==> config.mk <==
export PLATFORM = sky130hd
export DESIGN_NAME = gpu_copy_cv_burst
export DESIGN_NICKNAME = d
export VERILOG_FILES = /design/src/rtl/gpu_copy_cv_burst.sv
export SDC_FILE = /design/constraint.sdc
export NUM_CORES = 1
export LEC_CHECK = 0
export ABC_AREA = 1
export BUFFER_PORTS_ARGS = -buffer_cell sky130_fd_sc_hd__buf_2
export CAP_MARGIN = 5
export CELL_PAD_IN_SITES_DETAIL_PLACEMENT = 0
export CELL_PAD_IN_SITES_GLOBAL_PLACEMENT = 2
export CORE_UTILIZATION = 33
export CTS_CLUSTER_SIZE = 20
export DETAILED_ROUTE_END_ITERATION = 8
export PLACE_DENSITY_LB_ADDON = 0.1
export SLEW_MARGIN = 10
export SYNTH_ARGS = -nofsm -noshare
export SYNTH_HDL_FRONTEND = slang
export SYNTH_SLANG_ARGS = --single-unit
export TNS_END_PERCENT = 30
==> constraint.sdc <==
create_clock -name i_clk -period 33.2 [get_ports i_clk]
set_clock_uncertainty 0.15 [all_clocks]
set_input_delay 4.98 -clock i_clk [delete_from_list [all_inputs] [get_ports i_clk]]
set_output_delay 4.98 -clock i_clk [all_outputs]
set_load 0.005 [all_outputs]
==> src/rtl/gpu_copy_cv_burst.sv <==
// CPU-to-VRAM rectangle copy: packs a pixel stream into BLOCK_PIX-pixel blocks, one masked burst per block.
// Latency: 1 pixel/cycle in FILL, plus 2 cycles per block (stencil read + flush); o_done 1 cycle after the last flush.
// Backpressure: i_busy holds the burst and its data in FLUSH; o_pixReady drops there, so no input beat is taken.
module gpu_copy_cv_burst #(
    parameter int BLOCK_PIX = 16,
    parameter int IN_PIX    = 2,
    parameter int LOG       = $clog2(BLOCK_PIX),
    parameter int ADR_W     = 19 - LOG
) (
    input  logic                    i_clk,
    input  logic                    i_rst,
    input  logic                    i_start,
    input  logic                    i_abort,
    input  logic                    i_checkMask,
    input  logic                    i_forceMask,
    input  logic [9:0]              i_x0,
    input  logic [8:0]              i_y0,
    input  logic [10:0]             i_w,
    input  logic [9:0]              i_h,
    output logic                    o_active,
    output logic                    o_done,
    input  logic                    i_pixValid,
    input  logic [16*IN_PIX-1:0]    i_pix,
    output logic                    o_pixReady,
    output logic                    o_stReadReq,
    output logic [ADR_W-1:0]        o_stReadAdr,
    input  logic [BLOCK_PIX-1:0]    i_stReadMask,
    output logic                    o_stWrite,
    output logic [ADR_W-1:0]        o_stWriteAdr,
    output logic [BLOCK_PIX-1:0]    o_stWriteSel,
    output logic [BLOCK_PIX-1:0]    o_stWriteVal,
    output logic                    o_command,
    input  logic                    i_busy,
    output logic [ADR_W-1:0]        o_adr,
    output logic [BLOCK_PIX-1:0]    o_writeMask,
    output logic [16*BLOCK_PIX-1:0] o_dataOut
);

    typedef enum logic [1:0] {S_IDLE, S_RDMASK, S_FILL, S_FLUSH} state_t;

    state_t                  state_q;
    logic [9:0]              x0_q, cx_q;
    logic [8:0]              cy_q;
    logic [10:0]             w_q, col_q;
    logic [9:0]              h_q, row_q;
    logic                    chk_q, frc_q;
    logic                    ln_q, first_q, more_q, done_q;
    logic [BLOCK_PIX-1:0]    stmask_q, wmask_q;
    logic [16*BLOCK_PIX-1:0] data_q;
    logic [ADR_W-1:0]        adr_q;

    logic [15:0]             pix_lane, pix_w;
    logic [LOG-1:0]          slot;
    logic [BLOCK_PIX-1:0]    stm, bit15;
    logic                    last_pix, row_end, new_blk, wr_en;
    logic                    has_cmd, accept, flush_done;
    logic [9:0]              cx_n;
    logic [8:0]              cy_n;

    // Lane 0 occupies the low half of the beat and is always consumed first.
    assign pix_lane = ln_q ? i_pix[16*IN_PIX-1 -: 16] : i_pix[15:0];
    assign pix_w    = {pix_lane[15] | frc_q, pix_lane[14:0]};
    assign slot     = cx_q[LOG-1:0];
    // The stencil word arrives only in the first FILL cycle; afterwards use the captured copy.
    assign stm      = first_q ? i_stReadMask : stmask_q;
    assign wr_en    = !(chk_q & stm[slot]);

    assign row_end  = (col_q == w_q - 11'd1);
    assign last_pix = row_end && (row_q == h_q - 10'd1);
    assign cx_n     = row_end ? x0_q : cx_q + 10'd1;
    assign cy_n     = row_end ? cy_q + 9'd1 : cy_q;
    // x wrap 1023->0 changes x[9:LOG], so it always opens a new block.
    assign new_blk  = (cy_n != cy_q) || (cx_n[9:LOG] != cx_q[9:LOG]);

    assign has_cmd    = |wmask_q;
    assign accept     = (state_q == S_FLUSH) && has_cmd && !i_busy;
    assign flush_done = (state_q == S_FLUSH) && (!has_cmd || !i_busy);

    assign o_active     = (state_q != S_IDLE);
    assign o_done       = done_q;
    assign o_pixReady   = (state_q == S_FILL) && i_pixValid &&
                          ((ln_q == 1'(IN_PIX-1)) || last_pix);
    assign o_stReadReq  = (state_q == S_RDMASK);
    assign o_stReadAdr  = o_stReadReq ? {cy_q, cx_q[9:LOG]} : '0;
    assign o_command    = (state_q == S_FLUSH) && has_cmd;
    assign o_adr        = o_command ? adr_q : '0;
    assign o_writeMask  = o_command ? wmask_q : '0;
    assign o_dataOut    = o_command ? data_q : '0;
    assign o_stWrite    = accept;
    assign o_stWriteAdr = accept ? adr_q : '0;
    assign o_stWriteSel = accept ? wmask_q : '0;
    assign o_stWriteVal = accept ? (wmask_q & bit15) : '0;

    // Gather the mask bit (bit 15) of every buffered pixel for the stencil update.
    always_comb begin
        bit15 = '0;
        for (int i = 0; i < BLOCK_PIX; i++) begin
            bit15[i] = data_q[16*i+15];
        end
    end

    // Control FSM with walk counters and the block assembly buffer.
    always_ff @(posedge i_clk or posedge i_rst) begin
        if (i_rst) begin
            state_q  <= S_IDLE;
            x0_q     <= '0;
            cx_q     <= '0;
            cy_q     <= '0;
            w_q      <= '0;
            h_q      <= '0;
            col_q    <= '0;
            row_q    <= '0;
            chk_q    <= 1'b0;
            frc_q    <= 1'b0;
            ln_q     <= 1'b0;
            first_q  <= 1'b0;
            more_q   <= 1'b0;
            done_q   <= 1'b0;
            stmask_q <= '0;
            wmask_q  <= '0;
            data_q   <= '0;
            adr_q    <= '0;
        end else if (i_abort) begin
            state_q <= S_IDLE;
            wmask_q <= '0;
            done_q  <= 1'b0;
            ln_q    <= 1'b0;
            first_q <= 1'b0;
            more_q  <= 1'b0;
        end else begin
            done_q <= 1'b0;
            case (state_q)
                S_IDLE: begin
                    if (i_start) begin
                        x0_q   <= i_x0;
                        cx_q   <= i_x0;
                        cy_q   <= i_y0;
                        w_q    <= i_w;
                        h_q    <= i_h;
                        chk_q  <= i_checkMask;
                        frc_q  <= i_forceMask;
                        col_q  <= '0;
                        row_q  <= '0;
                        ln_q   <= 1'b0;
                        more_q <= 1'b1;
                        if (i_w == 11'd0 || i_h == 10'd0) begin
                            done_q <= 1'b1;
                        end else begin
                            state_q <= S_RDMASK;
                        end
                    end
                end
                S_RDMASK: begin
                    adr_q   <= {cy_q, cx_q[9:LOG]};
                    first_q <= 1'b1;
                    state_q <= S_FILL;
                end
                S_FILL: begin
                    if (first_q) begin
                        stmask_q <= i_stReadMask;
                        first_q  <= 1'b0;
                    end
                    if (i_pixValid) begin
                        wmask_q[slot]                <= wr_en;
                        data_q[16*int'(slot) +: 16] <= pix_w;
                        ln_q  <= o_pixReady ? 1'b0 : 1'b1;
                        cx_q  <= cx_n;
                        cy_q  <= cy_n;
                        col_q <= row_end ? 11'd0 : col_q + 11'd1;
                        row_q <= row_end ? row_q + 10'd1 : row_q;
                        if (last_pix) begin
                            more_q <= 1'b0;
                        end
                        if (new_blk || last_pix) begin
                            state_q <= S_FLUSH;
                        end
                    end
                end
                S_FLUSH: begin
                    if (flush_done) begin
                        wmask_q <= '0;
                        if (more_q) begin
                            state_q <= S_RDMASK;
                        end else begin
                            done_q  <= 1'b1;
                            state_q <= S_IDLE;
                        end
                    end
                end
                default: state_q <= S_IDLE;
            endcase
        end
    end

endmodule

Yosys cells after proc, flatten, opt, wreduce, memory -nomap -nowiden
Index checks and enable logic that the tools add are counted.

Input port bits: 96. Register bits after elaboration: 382. Word-level logic and storage cells: 144.

Reduce and logical (&&, ||, !) cells: 34. Order comparisons: 2. Multiplexer cells: 61. Shifts and indexed selects: 2. Bitwise operators: 4. Add/subtract/negate cells: 7. Equality and inequality tests: 16.

Operators with widths (number): 256-bit bitwise mux (1); 256-bit two-way mux (1); 16-bit by 33-bit variable shift with 256-bit output, first input constant (1); 16-bit by 33-bit indexed part select with 256-bit output (1); 16-bit two-way mux (8); 10-bit two-way mux (6); 15-bit two-way mux (3); 10-bit one-hot mux with 2 select lines (2); 11-bit two-way mux (3); 8-bit negation with 33-bit output (1); 16-bit one-hot mux with 2 select lines (1); 9-bit two-way mux (3); 11-bit one-hot mux with 2 select lines (1); 10-bit by 1-bit adder with 10-bit output, second input constant (2); 9-bit one-hot mux with 2 select lines (1); 1-bit two-way mux (17); 16-bit AND (1); 16-bit bitwise mux (1); 16-bit OR reduction (1); 3-bit != test, second input constant (5); 2-bit two-way mux (6); 3-bit AND reduction (4); 11-bit by 1-bit adder with 11-bit output, second input constant (1); 11-bit equality test (1); 30 further kinds (54).

Depth between registers and ports, before layout
Depth in word-level cells: 10. Depth in mapped cells: 22. Mapped depth without buffers: 22.

Least setup slack after synthesis
OpenSTA, ideal clock, no wires.

Kind: input to output. Start point: in i_busy. End point: out o_stWriteSel[10]. Buffers on the path: 2. Stages on the path: 5. Path slack: 22340 ps. Data arrival time: 5730 ps. Path through: nor2_1 inv_1 clkbuf_1 buf_1 nor2_1.

Longest elaborated chain between the ends: 3.

Ends and longest elaborated chain: start, declared (line 33) `input logic i_busy,`; 1-bit logical NOT (line 76) `assign accept = (state_q == S_FLUSH) && has_cmd && !i_busy;`; 1-bit logical AND (line 76); 16-bit two-way mux (line 91) `assign o_stWriteSel = accept ? wmask_q : '0;`; end, declared (line 30) `output logic [BLOCK_PIX-1:0] o_stWriteSel,`.

No other way between the ends.

Worst setup path in the final report
Start point: in i_busy. End point: out o_stWriteVal[5].

Longest elaborated chain between the ends: 3.

Ends and longest elaborated chain: 1-bit logical NOT (line 76); 1-bit logical AND (line 76); 16-bit two-way mux (line 92) `assign o_stWriteVal = accept ? (wmask_q & bit15) : '0;`; end, declared (line 31) `output logic [BLOCK_PIX-1:0] o_stWriteVal,`.

No other way between the ends.

==> out/qor.txt <==
HP Class -> flop to flop
initial antenna violation count -> 4
core area -> 62100 um2
max-slew violations -> 0
Max FO, Critical Path -> 47
Inserted Diodes -> 0
Vert. Die Dim -> 253 um
VDD IR max -> 0.0570 mV
overall power -> 1.99 mW
Top FF cell, synth -> dfrtp_1
largest net degree at the start of global routing -> 151
CTS Buffer Depth -> 3
# DRC -> 0
hold_buf cts -> 0
power density cells -> 78.7 nW/um2
top-count cell post-synth -> nand2_1
hold path depth -> 2
I/O pin total -> 451
max-slew headroom at the worst pin -> 0.166
Mapped Cells -> 2866
Post-synth EDFFs -> 0
# fillers -> 6698
first-pass GRT wire length -> 118 mm
final RePlAce weighted congestion -> 0.855
CTS Buf Count -> 46
share of the yosys chip area belonging to registers -> 0.458
routed len/inst -> 19.3 um
post-CTS sizing -> 0
final wirelength -> 78.9 mm
Area Overhead vs Synth -> 21.2%
vias -> 19900
Yosys top cell by area -> dfrtp_1
period utilization -> 0.332
Setup Buffers After CTS -> 0
critical path arrival -> 5.89 ns
area of the die -> 64200 um2
final setup fails -> 0
Setup CP Type -> input pin to output pin
Worst Path Required -> 28.07 ns
asr flop ratio synth -> 1.00
# rows -> 91
mapped cell area -> 20800 um2
unrepaired setup endpoints after global routing -> no
CP startpoint kind -> input pin
Distinct cells, synth -> 49
CTS tree -> built
Initial Util -> 0.336
Final min period -> 11.02 ns
GRT Resource Usage Total -> 0.242
LEAKAGE -> 12.4 nW
HPWL after DPL -> 57.2 mm
area share of the largest cell type after synthesis -> 0.458
Synth Warn # -> 0
post-route ant nets -> 0
clock sinks -> 382
Max Clk Rate -> 90.7 MHz
first-pass iteration count of the detailed router -> 5
worst reg-to-reg path cell count -> 12
Nets -> 3330
final hold slack -> 0.329 ns
Mean Syn Cell Area -> 7.27 um2
vias in the first global route -> 19100
initial DRC count -> 1424
outcome -> completed
H-tree lvl count -> 2
Via density -> 4.87
Area contributors post-synth -> dfrtp_1, nand2_1, nor2_1
share of post-route cells with drive strength above 1 -> 0.195
final hold viol count -> 0
register bit count reported by yosys -> 382
worst slew pin tran -> 1.25 ns
clock latency on the worst-skew pair -> 0.59 ns
width of the chip -> 253 um
CTS root buf -> clkbuf_16
Clock transition at path regs -> 0.06 ns
Setup crit end kind -> output pin
syn nets -> 2977
max-cap viol count -> 0
grt total ovfl -> 0
setup_tns -> 0 ns
most frequent cells after synthesis -> nand2_1, nor2_1, inv_1
I/O Buffers -> 450
sequential cells by signal, indices dropped and copies added, names as in the netlist, 9 cells and up:
register  flops
row_q        10
x0_q         10
h_q          10
data_q      256
cy_q          9
w_q          11
cx_q         10
wmask_q      16
adr_q        15
stmask_q     16
col_q        11
worst max-delay path: stages:
cell,delay (ns)
buf_2,0.11
nor2_1,0.13
inv_1,0.05
buf_4,0.27
nor3_1,0.20
buf_2,0.15
cell usage in the layout (no fill, tap or decap), types with 5 or more instances in the layout:
cell type	Yosys	final
clkbuf_8	0	11
buf_2	20	450
nor3_1	58	58
buf_4	0	26
o41ai_1	26	26
a22oi_1	5	5
nor2_4	7	7
nand3_2	5	6
ha_1	15	13
mux2_2	14	14
xor2_1	30	30
nand2_2	12	12
inv_1	462	459
nand3_1	158	157
nor2_1	465	462
nand4_1	26	26
nand2_1	544	543
nor2_2	9	12
dfrtp_1	382	381
clkinv_2	0	12
xnor2_1	11	11
clkbuf_1	137	9
or2_2	5	5
o21ai_0	301	301
a21oi_1	30	30
o22ai_1	11	11
nor4_1	37	37
o221ai_1	5	5
clkbuf_16	0	47
inv_2	9	12
o31ai_1	35	35
per-layer routing:
layer	global-route usage	part of all wire
met2	0.400	0.48
met1	0.324	0.44
met4	0.0691	0.025
met3	0.0417	0.056
met5	0	0.00030
final timing paths:
| path | from | endpoint | slack (ns) |
|---|---|---|---|
| setup / recovery | i_busy | o_stWriteVal[5] | 22.18 |
| hold / removal | data_q[159] | data_q[159] | 0.33 |
| setup reg to reg | cx_q[0] | data_q[124] | 28.27 |
| hold reg to reg | data_q[159] | data_q[159] | 0.33 |
| max in group asynchronous | i_rst | more_q | 26.31 |
| min in group asynchronous | i_rst | data_q[14] | 4.32 |
per-stage QoR:
step / cells / setup WS, ns / instance area, um2 / util
after floorplan: 2866 / 17.46 / 20900 / -
after global placement: 4008 / 22.21 / 23700 / 0.383
after detailed placement: 4008 / 22.18 / 23700 / 0.383
after CTS: 4092 / 22.17 / 25300 / 0.407
after global routing: 4092 / 22.06 / 25300 / 0.407
final: 4092 / 22.18 / 25300 / 0.407
power by group:
part	switching [mW]	internal [mW]
sequential	0.0725	0.577
combinational	0.616	0.210
clock	0.212	0.300
cell type report:
| class | instances | area (um2) | share of cell area |
|---|---|---|---|
| Tap cell | 837 | 1050 | 0.0415 |
| Multi-Input combinational cell | 1840 | 8880 | 0.352 |
| Sequential cell | 382 | 9560 | 0.378 |
| Clock inverter | 17 | 160 | 0.00634 |
| Clock buffer | 67 | 1360 | 0.0539 |
| Timing Repair Buffer | 477 | 2470 | 0.0977 |
| Inverter | 472 | 1780 | 0.0704 |
cell families after synthesis:
kind of cell    synth area share
simple gates               0.273
xor+xnor                  0.0172
flops                      0.458
compound gates             0.117
buf+inv                    0.117
mux                      0.00756
fa+ha+maj                0.00900
No activity file was read; power rests on OpenSTA's default activity.
